`src/rtl/mem_arb_pkg.sv`:
```
// Shared types for the RAM port arbiter: FSM state encoding and owner identifiers.
package mem_arb_pkg;

  typedef enum logic [1:0] {
    IDLE  = 2'd0,
    ISSUE = 2'd1,
    WAIT  = 2'd2
  } arb_state_t;

  typedef logic owner_t;

  localparam owner_t OWN_CPU = 1'b0;
  localparam owner_t OWN_LDR = 1'b1;

endpackage

```
`src/rtl/arb_pick.sv`:
```
// Combinational winner select between CPU and loader requests.
// Round-robin tie breaking when MEM_ARB_RR_EN is defined, otherwise CPU has fixed priority.
module arb_pick
  import mem_arb_pkg::*;
(
  input  logic   cpu_req,
  input  logic   ldr_req,
  input  owner_t last_own,
  output logic   any_req,
  output owner_t winner
);

  assign any_req = cpu_req | ldr_req;

  // With no request the winner is a don't-care; holding the pointer keeps it stable.
  always_comb begin
    winner = last_own;
    if (cpu_req && ldr_req) begin
`ifdef MEM_ARB_RR_EN
      winner = (last_own == OWN_CPU) ? OWN_LDR : OWN_CPU;
`else
      winner = OWN_CPU;
`endif
    end else if (cpu_req) begin
      winner = OWN_CPU;
    end else if (ldr_req) begin
      winner = OWN_LDR;
    end
  end

endmodule

```
`src/rtl/mem_arbiter.sv`:
```
// Arbitrates the single synchronous RAM port between the CPU and the program loader.
// Define MEM_ARB_RR_EN for round-robin tie breaking; default build gives the CPU fixed priority.
module mem_arbiter
  import mem_arb_pkg::*;
#(
  parameter int ADDR_W = 8,
  parameter int DATA_W = 16
) (
  input  logic              clk,
  input  logic              reset,
  input  logic              cpu_req,
  input  logic              cpu_we,
  input  logic [ADDR_W-1:0] cpu_addr,
  input  logic [DATA_W-1:0] cpu_wdata,
  output logic              cpu_gnt,
  output logic              cpu_rvalid,
  output logic [DATA_W-1:0] cpu_rdata,
  input  logic              ldr_req,
  input  logic              ldr_we,
  input  logic [ADDR_W-1:0] ldr_addr,
  input  logic [DATA_W-1:0] ldr_wdata,
  output logic              ldr_gnt,
  output logic              ldr_rvalid,
  output logic [DATA_W-1:0] ldr_rdata,
  output logic [ADDR_W-1:0] ram_addr,
  output logic              ram_write,
  output logic [DATA_W-1:0] ram_din,
  input  logic [DATA_W-1:0] ram_dout,
  output logic              busy
);

  arb_state_t        state;
  owner_t            owner;
  owner_t            last_own;
  owner_t            winner;
  logic              any_req;
  logic              we_q;
  logic [ADDR_W-1:0] addr_q;
  logic [DATA_W-1:0] wdata_q;

  arb_pick u_pick (
    .cpu_req  (cpu_req),
    .ldr_req  (ldr_req),
    .last_own (last_own),
    .any_req  (any_req),
    .winner   (winner)
  );

`ifdef MEM_ARB_RR_EN
  // Reset to "loader last" so the CPU wins the first tie.
  always_ff @(posedge clk or negedge reset) begin
    if (!reset) begin
      last_own <= OWN_LDR;
    end else if (state == IDLE && any_req) begin
      last_own <= winner;
    end
  end
`else
  assign last_own = OWN_LDR;
`endif

  // Every output except read data is a register, so req never reaches an output combinationally.
  always_ff @(posedge clk or negedge reset) begin
    if (!reset) begin
      state      <= IDLE;
      owner      <= OWN_CPU;
      we_q       <= 1'b0;
      addr_q     <= '0;
      wdata_q    <= '0;
      cpu_gnt    <= 1'b0;
      ldr_gnt    <= 1'b0;
      cpu_rvalid <= 1'b0;
      ldr_rvalid <= 1'b0;
      ram_write  <= 1'b0;
      busy       <= 1'b0;
    end else begin
      cpu_gnt    <= 1'b0;
      ldr_gnt    <= 1'b0;
      cpu_rvalid <= 1'b0;
      ldr_rvalid <= 1'b0;
      ram_write  <= 1'b0;
      case (state)
        IDLE: begin
          if (any_req) begin
            owner <= winner;
            state <= ISSUE;
            busy  <= 1'b1;
            if (winner == OWN_CPU) begin
              we_q      <= cpu_we;
              addr_q    <= cpu_addr;
              wdata_q   <= cpu_wdata;
              ram_write <= cpu_we;
              cpu_gnt   <= 1'b1;
            end else begin
              we_q      <= ldr_we;
              addr_q    <= ldr_addr;
              wdata_q   <= ldr_wdata;
              ram_write <= ldr_we;
              ldr_gnt   <= 1'b1;
            end
          end
        end
        ISSUE: begin
          if (we_q) begin
            state <= IDLE;
            busy  <= 1'b0;
          end else begin
            state      <= WAIT;
            cpu_rvalid <= (owner == OWN_CPU);
            ldr_rvalid <= (owner == OWN_LDR);
          end
        end
        WAIT: begin
          state <= IDLE;
          busy  <= 1'b0;
        end
        default: begin
          state <= IDLE;
          busy  <= 1'b0;
        end
      endcase
    end
  end

  assign ram_addr  = addr_q;
  assign ram_din   = wdata_q;
  assign cpu_rdata = ram_dout;
  assign ldr_rdata = ram_dout;

endmodule

```
`config.mk`:
```
export PLATFORM = sky130hd
export DESIGN_NAME = mem_arbiter
export DESIGN_NICKNAME = d
export VERILOG_FILES = /design/src/rtl/mem_arb_pkg.sv /design/src/rtl/arb_pick.sv /design/src/rtl/mem_arbiter.sv
export SDC_FILE = /design/constraint.sdc
export NUM_CORES = 1
export LEC_CHECK = 0
export CAP_MARGIN = 40
export CORE_MARGIN = 2
export CORE_UTILIZATION = 32
export DETAILED_ROUTE_END_ITERATION = 16
export PLACE_DENSITY_LB_ADDON = 0.1
export REMOVE_ABC_BUFFERS = 1
export SETUP_SLACK_MARGIN = 0.02
export SLEW_MARGIN = 40
export SYNTH_ARGS = -nofsm -noshare
export SYNTH_HDL_FRONTEND = slang
export SYNTH_HIERARCHICAL = 1
export SYNTH_SLANG_ARGS = --single-unit
```
`constraint.sdc`:
```
create_clock -name clk -period 1.9 [get_ports clk]
set_input_delay 0.19 -clock clk [delete_from_list [all_inputs] [get_ports clk]]
set_output_delay 0.19 -clock clk [all_outputs]
set_load 0.01 [all_outputs]
```
==> run metrics <==
cells after synthesis=137; TritonCTS Buffers=5; hold violation count in the final report=0; status=finished clean; FP Rows=28; hpwl dp=3308 microns; WP buf/inv=2; leakage=1.183 nW; Die Wd=81.80 microns; starting density of the core=32.91%; worst skew pair latency=0.28 ns; Max-cap violations=0; beginning of the worst hold path=ram_dout[5]; critical path type=primary input to flip-flop; H-tree Lvls=2; largest fanout on the critical path=17; port bufs=83; Yosys top cell area share=43.93%; Hold Worst Slack=0.3801 ns; first-pass GRT wire length=slightly below 7000 microns; Pre-antenna DRT Iters=2; post-cts hold buffer count=0; Seq/Total Area, Yosys=43.93%; Worst Hold Path EP=cpu_rdata[5]; # fillers=557; 1st-iter DRT viols=28; Post-Syn Area=between 0.0015 and 0.002 sq mm; r2r setup slk=about 0.49 ns; Synth area leader=dfrtp_1; pin count of the biggest net entering global routing=35; CP startpoint kind=primary input; Setup Fix Bufs, Post-CTS=0; f_max=approximately 660 MHz; PD cells=1335 mW/mm^2; Post-Syn Area per Cell=roughly 14 sq um; final WL=around 4400 microns; Gates resized, CTS repair=0; Avg Vias per Cell=approximately 4.5; total power=3.649 mW; Yosys reg bits=34; Crit-path slowest cell=clkdlybuf4s50_1; r2r startpoint=state[1]; GPL Wtd Cong=0.6362; layout cell share with drive strength beyond 1=31.96%; Tightest Hold Check Type=primary input to output port; Worst Hold Path Cells=0; ANT cells=0; initial antenna violation count=0; fin worst setup slack=0.3787 ns; main area contributors after synthesis=dfrtp_1 44%, mux2_4 25%, buf_4 14%, mux2_2 9.3%, buf_6 1.2%; drt drc=0; synth-to-layout area growth=41.15%; Yosys warning total=6; final instance area=0.002734 sq mm; vias in the first global route=1311; DIE HEIGHT=approximately 80 microns; RR Endpoint=ram_din[3]; Setup Skew=0.001676 ns; Nets=264; Final Non-Filler Cells=269; Wirelength per Cell=roughly 16 microns; Clk pin slew, worst setup/hold paths=0.06 ns; WP data arrival=1.68 ns; die area=0.006691 sq mm; # setup viols final=0; worst path required time=2.06 ns; post-placement worst setup slack=about 0.077 ns; total global routing overflow=0; delay-heaviest family, CP=buffers and inverters; ANT nets after route=0; clk root buf=clkbuf_8; Largest stage delay, worst path=0.47 ns; Placement Cell Area=approximately 0.0026 sq mm; Max rail drop VDD=0.5071 mV; CTS max path bufs=2; min cycle time layout=1.521 ns; clock sink count=34; total track usage=13.64%; CTS tree=built; crit path cell chain=clkdlybuf4s50_1 > or2_1 > nor3b_4 > buf_12 > mux2_2; placed cells=about 260; Core ar.=0.005886 sq mm; RSZ-0062 raised after global routing=false; Synth cell types=19; Crit. End Element=flip-flop; reg2reg path depth=3; Final Max Tran Viols=0; routed via count=between 1000 and 1500; I/O pin count=132; fin crit share=between 80 and 90%
==> how the worst max path moves through the flow <==
stage,cells after the start,endpoint,start
5_1_grt,5,ram_din[3],ldr_req
6_report,5,ram_din[3],ldr_req
4_1_cts,5,ram_din[3],ldr_req
2_1_floorplan,2,ram_din[0],state[0]
3_3_place_gp,5,ram_din[3],ldr_req
3_5_place_dp,5,ram_din[3],ldr_req
==> cells by family after synthesis <==
| group | count (synthesis) | share of synthesized area (%) |
|---|---|---|
| and+or+nand+nor | 9 | 3.295 |
| AOI/OAI and AO/OA | 3 | 1.163 |
| buffers and inverters | 39 | 15.70 |
| DFF | 34 | 43.93 |
| muxes | 51 | 35.72 |
| other | 1 | 0.1936 |
==> through the flow <==
stage	setup TNS (ns)	util (%)
floorplan	-14.59	-
global placement	0	44.90
CTS	0	46.24
global route	0	46.45
detailed placement	0	44.90
finish	0	46.45
==> synth_stat cells <==
library cell and number:
nor3b_1 1, buf_8 1, or2_1 1, nand2b_1 1, buf_6 2, and2_1 2
o21bai_1 1, o21ba_2 1, buf_4 35, inv_1 1, dfrtp_1 34, conb_1 1
mux2_2 16, nor3b_2 1, nor2b_1 3, a21oi_1 1, mux2i_1 2, mux2_1 1
mux2_4 32
==> layer usage <==
layer	vias to the layer above	global-route usage (%)	routed length [microns]
li1	544	-	-
met1	565	16.80	1918
met2	92	19.43	1820
met3	8	8.132	624
met4	2	4.000	33
met5	-	5.833	20
==> flip-flops by register name, summed over array words and instances, names as in the netlist <==
name        flops
owner           1
cpu_gnt         1
ram_addr        8
ram_write       1
state           2
ldr_rvalid      1
ldr_gnt         1
busy            1
ram_din        16
cpu_rvalid      1
we_q            1
==> placed cells by master (no fill, tap or decap), types with 2 or more instances in the layout <==
cell	Yosys	routed
and2_1	2	2
buf_12	0	4
clkbuf_8	0	5
clkdlybuf4s50_1	0	82
clkinv_2	0	2
dfrtp_1	34	34
mux2_2	16	16
mux2_4	32	32
mux2i_1	2	2
nor2b_1	3	3
==> power by group <==
| group | total, mW | internal, mW | switching (mW) |
|---|---|---|---|
| clock | 0.495 | 0.246 | 0.249 |
| sequential | 1.27 | 1.08 | 0.196 |
| combinational | 1.88 | 1.26 | 0.624 |
==> final cells by class <==
type                            instances  area (sq um)  share of cell area [%]
Inverter                                1         3.754                  0.1373
Clock inverter                          2         10.01                  0.3661
Multi-Input combinational cell         64         788.3                   28.83
Tap cell                               75         93.84                   3.432
Sequential cell                        34         850.8                   31.12
Timing Repair Buffer                   88         918.4                   33.59
Clock buffer                            5         68.82                   2.517
(Power assumes the default switching activity.)
